==> src/rtl/cpu_pkg.sv <==
// Shared definitions for the data-memory arbiter: read-owner state encoding
// and default geometry of the data RAM port.
package cpu_pkg;

    typedef enum logic [1:0] {
        IDLE   = 2'd0,
        RD_CPU = 2'd1,
        RD_LDR = 2'd2
    } arb_state_e;

    localparam int DMEM_ADDR_W   = 14;
    localparam int DMEM_MAX_WAIT = 4;
    // Wide enough for any MAX_WAIT in 1..15
    localparam int STARVE_W      = 4;

endpackage

==> src/rtl/dmem_starve_cnt.sv <==
// Saturating counter of consecutive loader refusals; sat flags that the
// loader must be forced a grant.
module dmem_starve_cnt
    import cpu_pkg::*;
#(
    parameter int MAX = DMEM_MAX_WAIT
) (
    input  logic clock,
    input  logic reset,
    input  logic inc,
    input  logic clr,
    output logic sat
);

    logic [STARVE_W-1:0] cnt;

    assign sat = (cnt == STARVE_W'(MAX));

    always_ff @(posedge clock) begin
        if (reset || clr) begin
            cnt <= '0;
        end else if (inc && !sat) begin
            cnt <= cnt + 1'b1;
        end
    end

endmodule

==> src/rtl/dmem_arbiter.sv <==
// Single-port data RAM arbiter between the CPU data path and the boot loader,
// with one access per cycle, read-return routing and CPU stall generation.
module dmem_arbiter
    import cpu_pkg::*;
#(
    parameter int ADDR_W   = DMEM_ADDR_W,
    parameter int DATA_W   = 32,
    parameter int MAX_WAIT = DMEM_MAX_WAIT
) (
    input  logic              clock,
    input  logic              reset,
    input  logic              ldr_mode,
    input  logic              cpu_req,
    input  logic              cpu_we,
    input  logic [ADDR_W-1:0] cpu_addr,
    input  logic [DATA_W-1:0] cpu_wdata,
    output logic [DATA_W-1:0] cpu_rdata,
    output logic              cpu_rvalid,
    output logic              cpu_stall,
    input  logic              ldr_req,
    input  logic              ldr_we,
    input  logic [ADDR_W-1:0] ldr_addr,
    input  logic [DATA_W-1:0] ldr_wdata,
    output logic              ldr_gnt,
    output logic [DATA_W-1:0] ldr_rdata,
    output logic              ldr_rvalid,
    output logic              ram_en,
    output logic              ram_we,
    output logic [ADDR_W-1:0] ram_addr,
    output logic [DATA_W-1:0] ram_wdata,
    input  logic [DATA_W-1:0] ram_rdata
);

    arb_state_e state;
    logic       cpu_win;
    logic       ldr_win;
    logic       cpu_elig;
    logic       starve_sat;
    logic       cpu_rv_q;
    logic       ldr_rv_q;

    // The held cpu_req during RD_CPU belongs to the load being returned
    assign cpu_elig = cpu_req && (state != RD_CPU);

    always_comb begin
        cpu_win = 1'b0;
        ldr_win = 1'b0;
        if (!reset) begin
            if (ldr_mode) begin
                ldr_win = ldr_req;
            end else if (ldr_req && starve_sat) begin
                ldr_win = 1'b1;
            end else if (cpu_elig) begin
                cpu_win = 1'b1;
            end else begin
                ldr_win = ldr_req;
            end
        end
    end

    always_comb begin
        ram_en    = cpu_win || ldr_win;
        ram_we    = 1'b0;
        ram_addr  = '0;
        ram_wdata = '0;
        if (ldr_win) begin
            ram_we    = ldr_we;
            ram_addr  = ldr_addr;
            ram_wdata = ldr_wdata;
        end else if (cpu_win) begin
            ram_we    = cpu_we;
            ram_addr  = cpu_addr;
            ram_wdata = cpu_wdata;
        end
    end

    assign ldr_gnt = ldr_win;

    always_ff @(posedge clock) begin
        if (reset) begin
            state    <= IDLE;
            cpu_rv_q <= 1'b0;
            ldr_rv_q <= 1'b0;
        end else begin
            cpu_rv_q <= cpu_win && !cpu_we;
            ldr_rv_q <= ldr_win && !ldr_we;
            if (cpu_win && !cpu_we) begin
                state <= RD_CPU;
            end else if (ldr_win && !ldr_we) begin
                state <= RD_LDR;
            end else begin
                state <= IDLE;
            end
        end
    end

    // Gating with reset drops a read that was in flight when reset arrived
    assign cpu_rvalid = cpu_rv_q && !reset;
    assign ldr_rvalid = ldr_rv_q && !reset;
    assign cpu_rdata  = ram_rdata;
    assign ldr_rdata  = ram_rdata;

    assign cpu_stall = !reset && cpu_req && !cpu_rvalid && !(cpu_win && cpu_we);

    dmem_starve_cnt #(
        .MAX(MAX_WAIT)
    ) u_starve (
        .clock(clock),
        .reset(reset),
        .inc  (ldr_req && !ldr_win && !ldr_mode),
        .clr  (ldr_win || !ldr_req || ldr_mode),
        .sat  (starve_sat)
    );

endmodule

==> config.mk <==
export PLATFORM = sky130hd
export DESIGN_NAME = dmem_arbiter
export DESIGN_NICKNAME = d
export VERILOG_FILES = /design/src/rtl/cpu_pkg.sv /design/src/rtl/dmem_starve_cnt.sv /design/src/rtl/dmem_arbiter.sv
export SDC_FILE = /design/constraint.sdc
export NUM_CORES = 1
export LEC_CHECK = 0
export ABC_AREA = 1
export CORE_AREA = 2 2 95 97
export CTS_BUF_LIST = sky130_fd_sc_hd__clkbuf_4
export CTS_CLUSTER_SIZE = 12
export DETAILED_ROUTE_END_ITERATION = 10
export DIE_AREA = 0 0 97 99
export GPL_TIMING_DRIVEN = 0
export PLACE_DENSITY_LB_ADDON = 0.12
export SLEW_MARGIN = 25
export SYNTH_ARGS = -nofsm -noshare
export SYNTH_HDL_FRONTEND = slang
export SYNTH_HIERARCHICAL = 1
export SYNTH_SLANG_ARGS = --single-unit
==> constraint.sdc <==
create_clock -name clock -period 2 [get_ports clock]
set_clock_uncertainty 0.15 [all_clocks]
set_input_delay 0.2 -clock clock [delete_from_list [all_inputs] [get_ports clock]]
set_output_delay 0.2 -clock clock [all_outputs]
set_load 0.05 [all_outputs]
==> summary.md, run 1 <==
| Metric | Value |
|---|---|
| Final weighted congestion in routability-driven placement | about 0.83 |
| Detailed-route wire length | a little over 9 mm |
| Layout overhead on the synthesized area | 178% |
| Synthesized netlist net count | 426 |
| Die height | approximately 100 um |
| Layout fillers | roughly 800 |
| CORE AREA | approximately 8600 um^2 |
| Hold path depth | 5 |
| Proportion of layout cells with a drive suffix above 1 | 45.7% |
| Path type of the worst setup path | flop to output pin |
| Run status | complete, but fails checks |
| Fraction of synthesized cell area taken by the top area cell type | slightly above 30% |
| Cell chosen for the clock root | sky130_fd_sc_hd__clkbuf_4 |
| Clock insertion delay at the later pin of the skew report | between 200 and 300 ps |
| Buffers on Ports | 214 |
| Cell type contributing the most total cell area after synthesis | sky130_fd_sc_hd__buf_4 |
| Mean routed wirelength per cell | around 14 um |
| Vias in the first global route | around 2600 |
| Htree depth | 1 |
| Commonest cells after routing, fill and taps aside | 160 x sky130_fd_sc_hd__clkdlybuf4s50_1, 79 x sky130_fd_sc_hd__buf_4, 60 x sky130_fd_sc_hd__nand3_1 |
| Final hold viol count | 0 |
| Pre-Repair DR Iteration Count | 4 |
| Launching element type of the critical path | flop |
| GRT Util Overall | between 10% and 20% |
| Maximum number of pins on one net before global-route repair | 11 |
| Via-to-Cell Ratio | around 4.2 |
| Post-synthesis cell type count | 17 |
| Fin. max-slew vios | 0 |
| Total I/O pin count | between 200 and 250 |
| DIE WIDTH | 97 um |
| Layout Utilization | between 50% and 60% |
| Placement row count | 34 |
| Capturing element type of the critical path | output pin |
| Max_slew headroom | 65.2% |
| Antenna-violating nets left | 0 |
| Unrepaired setup endpoints after global routing | yes |
| Achievable frequency | ~490 MHz |
| Seq cells post-synth | 7 |
| Clock tree from TritonCTS | yes |
| Failing checks | negative setup slack |
| CTS Hold Bufs | 0 |
| Number of buffers created by CTS | 3 |
| Post-detailed-route DRC marker count | 0 |
| Number of vias in the routed layout | ~2700 |
| Gate count after technology mapping | 293 |
| # Max-Cap Violations | 0 |
| Global-route wire length before repair | 14.0 mm |
| Total of endpoints with negative setup slack in the final report | 20 |
| Critical-path cell list | inv_2, ha_4, nand3_2, inv_2, nand2_2, nand2_2, inv_4, buf_12, buf_8, nand3_2, nand2_1, buf_6 |
| Syn avg cell area | between 5 and 6 um^2 |
| Crit-path slowest cell | sky130_fd_sc_hd__dfxtp_2 |
| Total power divided by cell area | about 350 nW/um^2 |
| Summed instance area of the synthesized netlist | ~1700 um^2 |
| Max stage delay on crit path | 330 ps |
| Worst Reg-to-Reg Cells | 13 |
| Antenna violations before repair | 0 |
| Net count reported at finish | roughly 660 |
| Starting utilization of the core area | about a fifth |
| Iter 0 DRT Violations | 75 |
| Worst IR drop on VDD | roughly 0.29 mV |
| Data arrival at the endpoint of the critical path | approximately 1700 ps |
| Main area contributors after synthesis | sky130_fd_sc_hd__buf_4 31%, sky130_fd_sc_hd__nand3_1 28%, sky130_fd_sc_hd__nand2_1 14% |
| Min Tclk post-route | 2030 ps |
| Antenna Diode Count | 0 |
| Fin Setup TNS | -415 ps |
| Required time reported for the critical path endpoint | about 1700 ps |
| Clk slew on worst S/H paths | 50 ps |
| Largest fanout of any net on the critical path | 7 |
| Crit-path leading delay family | buffers and inverters |
| Post-placement worst setup slack | -702 ps |
| Worst hold path class | input port to flop |
| Area enclosed by the die boundary | just under 10000 um^2 |
| Buffers from clock root to sink, at most | 2 |
| Overflow left after global routing | 0 |
| Clk sinks | 7 |
| Synthesis warning total | 6 |
| Cell count along the critical path | 12 |
| PnR worst setup slack | -33.7 ps |
| Sequential element share of the synthesized area | 8.28% |
| Most common cell after layout, fill and taps aside | sky130_fd_sc_hd__clkdlybuf4s50_1 |
| Leakage | between 2 and 2.5 nW |
| Combined buffer and inverter count along the critical path | 6 |
| Worst-margin pin slew | between 500 and 600 ps |
| Half-perimeter wire length after placement | 7.09 mm |
| Share of the clock period used by the worst path after layout | 102% |
-- synth_stat cells --
cell type	instances
sky130_fd_sc_hd__nand3_1	96
sky130_fd_sc_hd__ha_1	2
sky130_fd_sc_hd__buf_2	10
sky130_fd_sc_hd__buf_6	5
sky130_fd_sc_hd__a21oi_1	1
sky130_fd_sc_hd__nor2_2	2
sky130_fd_sc_hd__dfxtp_1	7
sky130_fd_sc_hd__nand2_2	3
sky130_fd_sc_hd__a21boi_2	1
sky130_fd_sc_hd__o21ai_0	2
sky130_fd_sc_hd__nand4_1	1
sky130_fd_sc_hd__inv_1	13
sky130_fd_sc_hd__buf_4	69
sky130_fd_sc_hd__nor2_1	14
sky130_fd_sc_hd__inv_2	2
sky130_fd_sc_hd__nand2_1	64
sky130_fd_sc_hd__nand3_2	1
-- registers in the layout (all words and copies together), names as in the netlist --
name / count
ldr_rv_q: 1
state: 2
u_starve/cnt: 4
-- metrics by stage --
| stage | instance area, um^2 | power, W | hold slack [ps] | std cells |
|---|---|---|---|---|
| 2_1_floorplan | 1690 | 0.000867 | 122 | 293 |
| 3_3_place_gp | 3970 | 0.00135 | 346 | 615 |
| 3_5_place_dp | 3970 | 0.00136 | 355 | 615 |
| 4_1_cts | 4300 | 0.00158 | 372 | 635 |
| 5_1_grt | 4710 | 0.00174 | 339 | 637 |
| 6_report | 4710 | 0.00166 | 306 | 637 |
-- layout make-up --
| class | instances | area (um^2) | share of cell area [%] |
|---|---|---|---|
| Timing Repair Buffer | 233 | 2470 | 52.3 |
| Multi-Input combinational cell | 187 | 1200 | 25.4 |
| Buffer | 83 | 684 | 14.5 |
| Sequential cell | 7 | 143 | 3.03 |
| Tap cell | 108 | 135 | 2.87 |
| Inverter | 15 | 58.8 | 1.25 |
| Clock buffer | 4 | 30.0 | 0.637 |
-- logic make-up (layout without fill, tap and decap cells) --
| kind of cell | Yosys count | after routing | synth area share, % |
|---|---|---|---|
| flops | 7 | 7 | 8.28 |
| simple gates | 181 | 181 | 48.5 |
| fa+ha+maj | 2 | 2 | 1.48 |
| buf+inv | 99 | 335 | 40.2 |
| compound gates | 4 | 4 | 1.55 |
-- layer usage --
metal	up-vias	GRT usage [%]	share of wire [%]	wire length [um]
met5	-	0	0	0
met4	0	1.84	0.31	28
met3	2	2.55	5.4	493
met2	110	35.4	57	5240
met1	1202	20.4	37	3390
li1	1366	-	-	-
-- worst reg2reg max path: stages, from the launching register on --
cell and delay [ps]:
sky130_fd_sc_hd__dfxtp_2 330, sky130_fd_sc_hd__inv_2 50, sky130_fd_sc_hd__ha_4 150, sky130_fd_sc_hd__nand3_2 70
sky130_fd_sc_hd__inv_2 60, sky130_fd_sc_hd__nor2_4 90, sky130_fd_sc_hd__nand2_4 80, sky130_fd_sc_hd__buf_8 150
sky130_fd_sc_hd__buf_6 120, sky130_fd_sc_hd__nand2_4 70, sky130_fd_sc_hd__nand3_1 70, sky130_fd_sc_hd__nor2_1 230
sky130_fd_sc_hd__o21ai_0 120, sky130_fd_sc_hd__nor2_1 100
-- where the power goes --
group          leakage, nW  switching [W]  internal, W
clock               0.0184      0.0000538    0.0000898
sequential          0.0577    0.000000839     0.000142
combinational         2.08       0.000758     0.000615
-- repair_timing --
action,CTS,global route
setup endpoints to repair,56,54
setup buffers,11,2
hold endpoints to repair,0,0
gates cloned,5,1
pin swaps,21,23
resized for setup,384,112
-- path summary, 6_finish.rpt --
check | startpoint | to | slack [ps]
hold reg to reg | u_starve/cnt[2] | u_starve/cnt[2] | 400
setup / recovery | u_starve/cnt[1] | ram_wdata[22] | -30
setup reg to reg | u_starve/cnt[1] | u_starve/cnt[1] | 100
hold / removal | ldr_req | u_starve/cnt[3] | 310
Note: power is estimated with default switching activity, not from simulation.
==> run 2: changes to the inputs <==
--- a/config.mk
+++ b/config.mk
@@ -13,6 +13,7 @@
 export DIE_AREA = 0 0 97 99
 export GPL_TIMING_DRIVEN = 0
 export PLACE_DENSITY_LB_ADDON = 0.12
+export SKIP_LAST_GASP = 1
 export SLEW_MARGIN = 25
 export SYNTH_ARGS = -nofsm -noshare
 export SYNTH_HDL_FRONTEND = slang
==> summary.md, run 2 (synthesis results as in run 1) <==
| Metric | Value |
|---|---|
| Via-to-Cell Ratio | ~4.2 |
| Largest fanout of any net on the critical path | 10 |
| Layout overhead on the synthesized area | 177% |
| Max_slew headroom | between 60% and 70% |
| Min Tclk post-route | approximately 2000 ps |
| Proportion of layout cells with a drive suffix above 1 | between 40 and 50% |
| Buffers from clock root to sink, at most | 2 |
| Worst IR drop on VDD | 0.285 mV |
| Final hold viol count | 0 |
| Layout fillers | 819 |
| Clock tree from TritonCTS | yes |
| Overflow left after global routing | 0 |
| Detailed-route wire length | ~9 mm |
| Final std cells w/o fill | approximately 640 |
| Maximum number of pins on one net before global-route repair | 11 |
| DIE WIDTH | ~97 um |
| Net count reported at finish | ~660 |
| Cell area after placement | around 4000 um^2 |
| Mean routed wirelength per cell | roughly 14 um |
| Reg-to-reg startpoint | u_starve/cnt[1] |
| Leakage | about 2.1 nW |
| GRT Util Overall | between 10% and 20% |
| Largest register FFs | 4 |
| Fin. max-slew vios | 0 |
| Post-placement worst setup slack | -702 ps |
| Achievable frequency | ~490 MHz |
| Total of endpoints with negative setup slack in the final report | 22 |
| Clock insertion delay at the later pin of the skew report | between 200 and 300 ps |
| Number of buffers created by CTS | 3 |
| Commonest cells after routing, fill and taps aside | 161 x sky130_fd_sc_hd__clkdlybuf4s50_1, 80 x sky130_fd_sc_hd__buf_4, 62 x sky130_fd_sc_hd__nand3_1 |
| Required time reported for the critical path endpoint | approximately 1700 ps |
| Run status | complete, but fails checks |
| Critical-path cell list | clkdlybuf4s50_1, inv_2, nor2_4, buf_6, buf_6, nand3_1, nand2_2, buf_6 |
| Min-Delay Startpoint | reset |
| # Max-Cap Violations | 0 |
| Failing checks | negative setup slack |
| Data arrival at the endpoint of the critical path | roughly 1700 ps |
| Minimum setup slack among reg-to-reg paths | between 100 and 150 ps |
| CORE AREA | 8550 um^2 |
| Total power divided by cell area | 353 nW/um^2 |
| Most common cell after layout, fill and taps aside | sky130_fd_sc_hd__clkdlybuf4s50_1 |
| Total placed cells including tap cells | ~620 |
| Combined buffer and inverter count along the critical path | 5 |
| Hold path depth | 4 |
| Half-perimeter wire length after placement | 7.09 mm |
| Clk sinks | 7 |
| Final hold slack | about 350 ps |
| Area enclosed by the die boundary | 9600 um^2 |
| Path type of the worst setup path | input port to output pin |
| Iter 0 DRT Violations | just under 100 |
| Global-route wire length before repair | about 14 mm |
| Clk slew on worst S/H paths | 50 ps |
| Die height | 99 um |
| Pre-Repair DR Iteration Count | 4 |
| Worst hold path class | input port to flop |
| Worst Reg-to-Reg Cells | 13 |
| Starting utilization of the core area | approximately a fifth |
| Register with the most flip-flops | u_starve/cnt |
| Unrepaired setup endpoints after global routing | yes |
| Crit-path slowest cell | sky130_fd_sc_hd__clkdlybuf4s50_1 |
| Antenna Diode Count | 0 |
| Buffers on Ports | about 210 |
| WHS Endpoint | u_starve/cnt[3] |
| Total I/O pin count | approximately 250 |
| Antenna violations before repair | 0 |
| Htree depth | 1 |
| Cell occurring most often along the worst timing path | sky130_fd_sc_hd__buf_6 |
| Launching element type of the critical path | input port |
| CTS Hold Bufs | 0 |
| Post-detailed-route DRC marker count | 0 |
| Worst-margin pin slew | around 520 ps |
| Capturing element type of the critical path | output pin |
| Crit-path leading delay family | buffers and inverters |
| Placement row count | 34 |
| Registers with the highest flip-flop counts | u_starve/cnt: 4 flops, state: 2 flops, ldr_rv_q: 1 flops |
| Cell chosen for the clock root | sky130_fd_sc_hd__clkbuf_4 |
| Final weighted congestion in routability-driven placement | ~0.83 |
| Antenna-violating nets left | 0 |
| Critical register-to-register path endpoint | u_starve/cnt[1] |
| Vias in the first global route | between 2000 and 3000 |
| Area of all placed cells without fillers | roughly 4700 um^2 |
| Number of vias in the routed layout | about 2700 |
| Max stage delay on crit path | around 570 ps |
| PnR worst setup slack | -47.2 ps |
| Share of the clock period used by the worst path after layout | 102% |
[run 2: cell count changes in the layout (fill, tap and decap cells not counted), moves of 2 or more]
cell	before	now
sky130_fd_sc_hd__nand2_2	31	27
sky130_fd_sc_hd__nand2_1	34	38
sky130_fd_sc_hd__nand3_1	60	62
sky130_fd_sc_hd__nand3_2	34	32
[run 2: worst register-to-register path: stages (launching register included)]
cell and delay, ps:
sky130_fd_sc_hd__dfxtp_2 330, sky130_fd_sc_hd__inv_2 40, sky130_fd_sc_hd__ha_4 150, sky130_fd_sc_hd__nand3_2 70, sky130_fd_sc_hd__inv_2 60, sky130_fd_sc_hd__nor2_4 90, sky130_fd_sc_hd__nand2_4 80, sky130_fd_sc_hd__buf_8 150
sky130_fd_sc_hd__buf_6 120, sky130_fd_sc_hd__nand2_4 80, sky130_fd_sc_hd__nand3_1 70, sky130_fd_sc_hd__nor2_1 220, sky130_fd_sc_hd__o21ai_0 120, sky130_fd_sc_hd__nor2_1 100
[run 2: area by class of cell]
class / instances / area, um^2 / area share (%)
clock buffers: 4 / 30.0 / 0.641
plain buffers: 83 / 681 / 14.5
flip-flops and latches: 7 / 143 / 3.04
multi-input cells: 187 / 1180 / 25.1
inverters: 15 / 58.8 / 1.26
well taps: 108 / 135 / 2.88
repair buffers: 233 / 2460 / 52.5
[run 2: layer usage]
layer / vias up / GRT usage, % / part of all wire (%)
li1: 1369 / - / -
met1: 1212 / 20.4 / 37
met4: 0 / 1.84 / 0.46
met3: 4 / 2.55 / 5.4
met5: - / 0 / 0
met2: 112 / 35.4 / 57
[run 2: how the worst max path moves through the flow]
stage | slack, ps | to | cells after the start | startpoint
CTS | -70 | ram_wdata[22] | 12 | u_starve/cnt[0]
finish | -50 | ram_addr[2] | 8 | ldr_req
global route | -150 | ram_wdata[30] | 12 | u_starve/cnt[1]
global placement | -690 | ram_wdata[22] | 9 | reset
floorplan | 70 | ram_addr[0] | 11 | u_starve/cnt[0]
detailed placement | -700 | ram_wdata[22] | 9 | reset
[run 2: metrics by stage]
step	power, W	utilization, %	setup TNS [ps]
global route	0.00173	54.8	-4910
floorplan	0.000867	-	0
finish	0.00166	54.8	-579
global placement	0.00135	46.4	-30880
detailed placement	0.00136	46.4	-31750
CTS	0.00158	50.3	-1170
[run 2: timing repair]
action | in CTS | in global routing
buffers inserted | 11 | 2
endpoints found under the setup margin | 56 | 54
pin swaps | 21 | 23
cloned | 5 | 1
gates resized for setup | 384 | 103
[run 2: where the power goes]
group | switching, W | leakage, nW | internal, W
combinational | 0.000755 | 2.07 | 0.000612
clock | 0.0000549 | 0.0184 | 0.0000899
sequential | 0.000000828 | 0.0577 | 0.000142
total | 0.000811 | 2.14 | 0.000845
